## src/rtl/dle_pkg.sv

```systemverilog
// Shared types and arithmetic for the dense layer engine: FSM state encoding
// plus the saturate / requantize helpers used by every MAC lane.
package dle_pkg;

  typedef enum logic [2:0] {
    S_IDLE    = 3'd0,
    S_LOAD    = 3'd1,
    S_COMPUTE = 3'd2,
    S_FLUSH   = 3'd3,
    S_EMIT    = 3'd4,
    S_DONE    = 3'd5
  } dle_state_e;

  // Working width for requantization; accumulators are sign-extended to this.
  localparam int QW = 64;

  function automatic logic signed [QW-1:0] saturate(
    input logic signed [QW-1:0] x,
    input int unsigned          data_bit
  );
    logic signed [QW-1:0] hi;
    logic signed [QW-1:0] lo;
    hi = (64'sd1 <<< (data_bit - 1)) - 64'sd1;
    lo = -hi - 64'sd1;
    if (x > hi)      saturate = hi;
    else if (x < lo) saturate = lo;
    else             saturate = x;
  endfunction

  function automatic logic signed [QW-1:0] requantize(
    input logic signed [QW-1:0] acc,
    input logic [4:0]           shift,
    input logic                 relu_en,
    input int unsigned          data_bit
  );
    logic signed [QW-1:0] sat;
    sat = saturate(acc >>> shift, data_bit);
    if (relu_en && sat < 0) requantize = '0;
    else                    requantize = sat;
  endfunction

endpackage

```

## src/rtl/dense_layer_engine_lane.sv

```systemverilog
// One MAC lane: signed accumulator with clear-on-first-product, plus the
// requantized result of the current accumulator value.
module dle_lane
  import dle_pkg::*;
#(
  parameter int DATA_BIT = 8,
  parameter int ACC_BIT  = 24
) (
  input  logic                       clk,
  input  logic                       rst,
  input  logic                       clear,
  input  logic                       en,
  input  logic signed [DATA_BIT-1:0] act,
  input  logic signed [DATA_BIT-1:0] weight,
  input  logic [4:0]                 shift,
  input  logic                       relu_en,
  output logic signed [DATA_BIT-1:0] q
);

  logic signed [2*DATA_BIT-1:0] prod;
  logic signed [ACC_BIT-1:0]    prod_ext;
  logic signed [ACC_BIT-1:0]    acc;
  logic signed [QW-1:0]         rq;

  assign prod     = act * weight;
  assign prod_ext = ACC_BIT'(prod);

  // Wraps modulo 2^ACC_BIT by construction; no overflow tracking.
  always_ff @(posedge clk or posedge rst) begin
    if (rst) begin
      acc <= '0;
    end else if (en) begin
      acc <= clear ? prod_ext : acc + prod_ext;
    end
  end

  assign rq = requantize(QW'(acc), shift, relu_en, DATA_BIT);
  assign q  = rq[DATA_BIT-1:0];

endmodule

```

## src/rtl/dense_layer_engine.sv

```systemverilog
// Dense layer engine: loads an activation vector, runs LANES neurons per group
// against a 1-cycle-latency weight memory and streams requantized results.
// Optional build macro ARGMAX_EN enables the predict_label argmax tracker.
module dense_layer_engine
  import dle_pkg::*;
#(
  parameter int DATA_BIT = 8,
  parameter int ACC_BIT  = 24,
  parameter int LANES    = 4,
  parameter int IN_LEN   = 64,
  parameter int OUT_NUM  = 10,
  parameter int ADDR_BIT = 10
) (
  input  logic                      clk,
  input  logic                      rst,
  input  logic                      start,
  input  logic [4:0]                shift,
  input  logic                      relu_en,
  input  logic                      act_valid,
  output logic                      act_ready,
  input  logic [DATA_BIT-1:0]       act_data,
  output logic [ADDR_BIT-1:0]       weight_addr,
  input  logic [LANES*DATA_BIT-1:0] weight_rdata,
  output logic                      res_valid,
  input  logic                      res_ready,
  output logic [DATA_BIT-1:0]       res_data,
  output logic [3:0]                res_idx,
  output logic [3:0]                predict_label,
  output logic                      busy,
  output logic                      done,
  output dle_state_e                dbg_state
);

  localparam int NUM_GROUPS = (OUT_NUM + LANES - 1) / LANES;
  localparam int I_W = (IN_LEN > 1) ? $clog2(IN_LEN) : 1;
  localparam int G_W = (NUM_GROUPS > 1) ? $clog2(NUM_GROUPS + 1) : 1;
  localparam int K_W = (LANES > 1) ? $clog2(LANES) : 1;

  // Handshakes: a beat transfers on a rising edge where valid and ready are
  // both high; a valid source holds its payload until that edge.
  dle_state_e state, state_next;

  logic [I_W-1:0]             i_cnt;
  logic [G_W-1:0]             g_cnt;
  logic [K_W-1:0]             k_cnt;
  logic [4:0]                 shift_q;
  logic                       relu_q;
  logic signed [DATA_BIT-1:0] act_buf [IN_LEN];
  logic signed [DATA_BIT-1:0] act_q;
  logic                       mac_en_d;
  logic                       mac_clr_d;
  logic signed [DATA_BIT-1:0] lane_q [LANES];
  logic [31:0]                cur_idx;
  logic                       i_last;
  logic                       last_neuron;
  logic                       lane_last;

  assign cur_idx     = 32'(g_cnt) * LANES + 32'(k_cnt);
  assign i_last      = (i_cnt == I_W'(IN_LEN - 1));
  assign last_neuron = (cur_idx == 32'(OUT_NUM - 1));
  assign lane_last   = (k_cnt == K_W'(LANES - 1)) || last_neuron;

  always_ff @(posedge clk or posedge rst) begin
    if (rst) state <= S_IDLE;
    else     state <= state_next;
  end

  always_comb begin
    state_next = state;
    case (state)
      S_IDLE:    if (start) state_next = S_LOAD;
      S_LOAD:    if (act_valid && i_last) state_next = S_COMPUTE;
      S_COMPUTE: if (i_last) state_next = S_FLUSH;
      S_FLUSH:   state_next = S_EMIT;
      S_EMIT:    if (res_ready && lane_last) state_next = last_neuron ? S_DONE : S_COMPUTE;
      S_DONE:    state_next = S_IDLE;
      default:   state_next = S_IDLE;
    endcase
  end

  always_ff @(posedge clk or posedge rst) begin
    if (rst) begin
      i_cnt   <= '0;
      g_cnt   <= '0;
      k_cnt   <= '0;
      shift_q <= '0;
      relu_q  <= 1'b0;
    end else begin
      case (state)
        S_IDLE: begin
          if (start) begin
            shift_q <= shift;
            relu_q  <= relu_en;
            i_cnt   <= '0;
            g_cnt   <= '0;
            k_cnt   <= '0;
          end
        end
        S_LOAD: begin
          if (act_valid) i_cnt <= i_last ? '0 : i_cnt + 1'b1;
        end
        S_COMPUTE: begin
          i_cnt <= i_last ? '0 : i_cnt + 1'b1;
        end
        S_EMIT: begin
          if (res_ready) begin
            if (lane_last) begin
              k_cnt <= '0;
              if (!last_neuron) g_cnt <= g_cnt + 1'b1;
            end else begin
              k_cnt <= k_cnt + 1'b1;
            end
          end
        end
        default: ;
      endcase
    end
  end

  always_ff @(posedge clk) begin
    if (state == S_LOAD && act_valid) act_buf[i_cnt] <= $signed(act_data);
  end

  // Activation and control are delayed one cycle to line up with weight_rdata.
  always_ff @(posedge clk or posedge rst) begin
    if (rst) begin
      act_q     <= '0;
      mac_en_d  <= 1'b0;
      mac_clr_d <= 1'b0;
    end else begin
      act_q     <= act_buf[i_cnt];
      mac_en_d  <= (state == S_COMPUTE);
      mac_clr_d <= (state == S_COMPUTE) && (i_cnt == '0);
    end
  end

  for (genvar k = 0; k < LANES; k++) begin : g_lane
    dle_lane #(
      .DATA_BIT(DATA_BIT),
      .ACC_BIT (ACC_BIT)
    ) u_lane (
      .clk    (clk),
      .rst    (rst),
      .clear  (mac_clr_d),
      .en     (mac_en_d),
      .act    (act_q),
      .weight (weight_rdata[k*DATA_BIT +: DATA_BIT]),
      .shift  (shift_q),
      .relu_en(relu_q),
      .q      (lane_q[k])
    );
  end

  assign weight_addr = (state == S_COMPUTE) ? ADDR_BIT'(32'(g_cnt) * IN_LEN + 32'(i_cnt)) : '0;
  assign act_ready   = (state == S_LOAD);
  assign res_valid   = (state == S_EMIT);
  assign res_data    = (state == S_EMIT) ? lane_q[k_cnt] : '0;
  assign res_idx     = (state == S_EMIT) ? 4'(cur_idx) : '0;
  assign busy        = (state != S_IDLE);
  assign done        = (state == S_DONE);
  assign dbg_state   = state;

`ifdef ARGMAX_EN
  logic signed [DATA_BIT-1:0] best_val;
  logic [3:0]                 best_idx;

  // Strictly-greater update keeps the lowest index on ties.
  always_ff @(posedge clk or posedge rst) begin
    if (rst) begin
      best_val <= '0;
      best_idx <= '0;
    end else if (state == S_IDLE && start) begin
      best_val <= {1'b1, {(DATA_BIT-1){1'b0}}};
      best_idx <= '0;
    end else if (state == S_EMIT && res_ready) begin
      if ($signed(res_data) > best_val) begin
        best_val <= $signed(res_data);
        best_idx <= res_idx;
      end
    end
  end

  assign predict_label = best_idx;
`else
  assign predict_label = 4'd0;
`endif

endmodule
```

## config.mk

```make
export PLATFORM = sky130hd
export DESIGN_NAME = dense_layer_engine
export DESIGN_NICKNAME = d
export VERILOG_FILES = /design/src/rtl/dle_pkg.sv /design/src/rtl/dense_layer_engine_lane.sv /design/src/rtl/dense_layer_engine.sv
export SDC_FILE = /design/constraint.sdc
export NUM_CORES = 2
export LEC_CHECK = 0
export ABC_AREA = 1
export CAP_MARGIN = 20
export CORE_MARGIN = 10
export CORE_UTILIZATION = 60
export DETAILED_ROUTE_END_ITERATION = 10
export GPL_ROUTABILITY_DRIVEN = 0
export HOLD_SLACK_MARGIN = 0.05
export PLACE_DENSITY = 0.81
export RECOVER_POWER = 25
export SLEW_MARGIN = 0
export SYNTH_ARGS = -nofsm -noshare
export SYNTH_HDL_FRONTEND = slang
export SYNTH_SLANG_ARGS = --single-unit
export TNS_END_PERCENT = 100
```

## constraint.sdc

```tcl
create_clock -name clk -period 10.7 [get_ports clk]
set_clock_uncertainty 0.2 [all_clocks]
set_input_delay 3.21 -clock clk [delete_from_list [all_inputs] [get_ports clk]]
set_output_delay 3.21 -clock clk [all_outputs]
set_load 0.05 [all_outputs]
```

==> results.yml <==
cts:
  cts_tree: "built"
  clockBufferDepth: 3
  clock_latency_ns: 0.69
  cts_hold_buffers: 0
  clk_pin_slew_ns: 0.07
  cts_setup_buffers: 0
  numCtsBuffers: 61
  cts.sinks: 637
  ctsResizeCount: 0
  clockRootBuffer: "clkbuf_16"
  htree_num_levels: 2
worst_setup_path:
  cp_data_required_time_ns: 10.97
  r2r_cells: 26
  startpoint_type: "primary input"
  cp-end-kind: "flop"
  crit_end: "g_lane[3].u_lane.acc[23]$_DFFE_PP0P_"
  critPathLaunch: "weight_rdata[27]"
  r2r_start: "act_q[2]$_DFF_PP0_"
  critPathMaxFanout: 11
  cp_data_arrival_time_ns: 9.92
  critPathKind: "primary input to flop"
  r2r_end: "g_lane[3].u_lane.acc[23]$_DFFE_PP0P_"
  r2r_slack_ns: 3.17
logic_synthesis:
  netlist-cell-type-count: 61
  async_flop_share_pct: 19.62
  syn_area_mm2: 0.04541
  seq_area_frac_synth_pct: 40.75
  syn_area_per_cell_um2: 8.475
  ys_ff_latch: 637
  ys.flop_type: "edfxtp_1"
  yosysWarningCount: 0
  synthCells: 5358
  synth_edf_count: 512
flow_run:
  maxCapViolCount: 6
place:
  hpwl_mm: 82.58
  io_buffers: 77
floorplan:
  die_h_um: 295.1
  die_w_um: 295.1
  die_area_mm2: 0.08708
  start_util_pct: 60.79
  ios: 84
  rows: 100
  core_mm2: 0.07470
status:
  violations: "capacitance limit, slew limit"
  status: "finished with violations"
route:
  wirelength_mm: 120.3
  antenna_left: 0
  drcViolationCount: 0
  first_pass_iters: 9
  drt_iter0_markers: 3700
  vias: 37740
  routed_via_density: 5.957
  wire_per_inst_um: 18.99
timing:
  finalCriticalPeriod_ns: 9.648
  fin_crit_sh_pct: 90.16
  worst-slew-pin-transition_ns: 2.517
  max_clock_freq_mhz: 103.7
  rsz0062_at_grt: "false"
  relSlewSlack_pct: -67.82
  setup_viol: 0
  maxSlewViolCount: 297
  hold_viol: 0
  tns_ns: 0
grt:
  grt_max_degree: 100
  grt_pass1_wl_mm: 190.7
  grt_pass1_vias: 36790
  grt_usage_pct: 27.23
  grt_overflow: 0
  antenna_found_initial: 1
final_layout:
  drive_gt1_share_pct: 3.672
  area_growth_pct: 6.977
  layout.nets: 5808
min_path:
  hold_class: "flop to flop"
-- cell type report --
| class | instances | area (um2) |
|---|---|---|
| fillers | 5916 | 26120 |
| multi-input cells | 3714 | 22870 |
| flip-flops and latches | 637 | 18510 |
| inverters | 775 | 2924 |
| clock buffers | 74 | 1575 |
| well taps | 969 | 1212 |
| repair buffers | 123 | 1071 |
| clock inverters | 42 | 405.4 |
| diodes | 1 | 2.502 |
-- worst min-delay path by stage --
stage	start	slack, ns	depth (start not counted)	end
floorplan	g_lane[2].u_lane.acc[5]$_DFFE_PP0P_	0.29	2	g_lane[2].u_lane.acc[5]$_DFFE_PP0P_
global placement	g_lane[3].u_lane.acc[5]$_DFFE_PP0P_	0.34	2	g_lane[3].u_lane.acc[5]$_DFFE_PP0P_
detailed placement	g_lane[3].u_lane.acc[5]$_DFFE_PP0P_	0.35	2	g_lane[3].u_lane.acc[5]$_DFFE_PP0P_
CTS	g_lane[3].u_lane.acc[5]$_DFFE_PP0P_	0.37	2	g_lane[3].u_lane.acc[5]$_DFFE_PP0P_
global route	g_lane[1].u_lane.acc[20]$_DFFE_PP0P_	0.40	1	g_lane[1].u_lane.acc[20]$_DFFE_PP0P_
finish	g_lane[3].u_lane.acc[0]$_DFFE_PP0P_	0.37	2	g_lane[3].u_lane.acc[0]$_DFFE_PP0P_
-- critical path, cell delays in order --
cell and delay [ns]:
clkdlybuf4s50_1 0.58, nand2_1 0.12, inv_1 0.09, fa_1 0.62, inv_1 0.17, fa_1 0.55
inv_1 0.05, fa_1 0.53, inv_1 0.06, fa_1 0.52, inv_1 0.04, ha_1 0.34
nand2_1 0.09, nor2_1 0.14, nand3_1 0.09, nand4_1 0.11, xor2_1 0.41, inv_1 0.33
ha_1 0.42, a21oi_1 0.22, o21ai_0 0.15, a221oi_1 0.33, nand3_1 0.11, nand2_1 0.08
nand3_1 0.08, or2_2 0.31, nand3_1 0.06, o21ai_0 0.08
-- routing by layer --
metal  track usage [%]  share of wire, %  up-vias
met2             48.31                50     1790
met4             13.84               5.3        0
met5                 0                 0        -
met3             3.263               7.4      366
met1             32.33                37    17880
li1                  -                 -    17700
-- sequential cells by signal, indices dropped and copies added, names as in the netlist --
signal,flops
g_lane.u_lane.acc,96
act_q,8
relu_q,1
mac_en_d,1
g_cnt,2
k_cnt,2
mac_clr_d,1
shift_q,5
act_buf,512
dbg_state,3
i_cnt,6
-- cells by family (layout without fill, tap and decap cells) --
group           after synthesis  after routing  synth area share, %
buf+inv                    1012           1014                8.947
other cells                   1              7             0.008258
fa+ha+maj                   445            445                15.96
simple gates               2367           2367                21.66
compound gates              811            811                11.03
flops                       637            637                40.75
mux                           2              2              0.04409
xor+xnor                     83             83                1.601
-- synthesized netlist by cell type, types with 29 or more instances --
cell type / n / area, um2
inv_1: 762 / 2860
xor2_1: 49 / 429.2
ha_1: 221 / 2765
a22o_1: 42 / 367.9
nand2_1: 1434 / 5383
dfrtp_1: 125 / 3128
nor2_1: 355 / 1333
fa_1: 224 / 4484
a221oi_1: 73 / 639.4
nor3_1: 40 / 200.2
edfxtp_1: 512 / 15370
o21ai_0: 210 / 1051
nand4_1: 101 / 631.9
a21oi_1: 277 / 1386
a22oi_1: 74 / 555.5
buf_2: 55 / 275.3
a31oi_1: 29 / 181.4
xnor2_1: 34 / 297.8
nand3_1: 374 / 1872
clkbuf_1: 104 / 390.4
-- cell usage in the layout, fill, tap and decap left out, types with 61 or more instances in the layout --
cell,Yosys,layout
nand3_1,374,374
clkdlybuf4s50_1,0,69
nand2_1,1434,1434
nor2_1,355,355
a22oi_1,74,74
clkbuf_16,0,61
ha_1,221,221
dfrtp_1,125,120
o21ai_0,210,210
inv_1,762,756
fa_1,224,224
nand4_1,101,101
a221oi_1,73,73
edfxtp_1,512,512
a21oi_1,277,277
-- stage by stage --
| stage | utilization [%] | instances | hold slack, ns | area, um2 | worst slack, ns |
|---|---|---|---|---|---|
| after global routing | 65.03 | 6334 | 0.3976 | 48570 | 0.6186 |
| final | 65.03 | 6335 | 0.3699 | 48580 | 1.052 |
| after global placement | 62.31 | 6211 | 0.3437 | 46550 | 0.5926 |
| after floorplan | - | 5363 | 0.2929 | 45430 | 1.637 |
| after CTS | 64.96 | 6327 | 0.3655 | 48530 | 1.160 |
| after detailed placement | 62.31 | 6211 | 0.3479 | 46550 | 0.5330 |
Power is left out: the tool's default activity adds up to more than one toggle a clock period on the data nets, which glitch-free logic cannot reach.
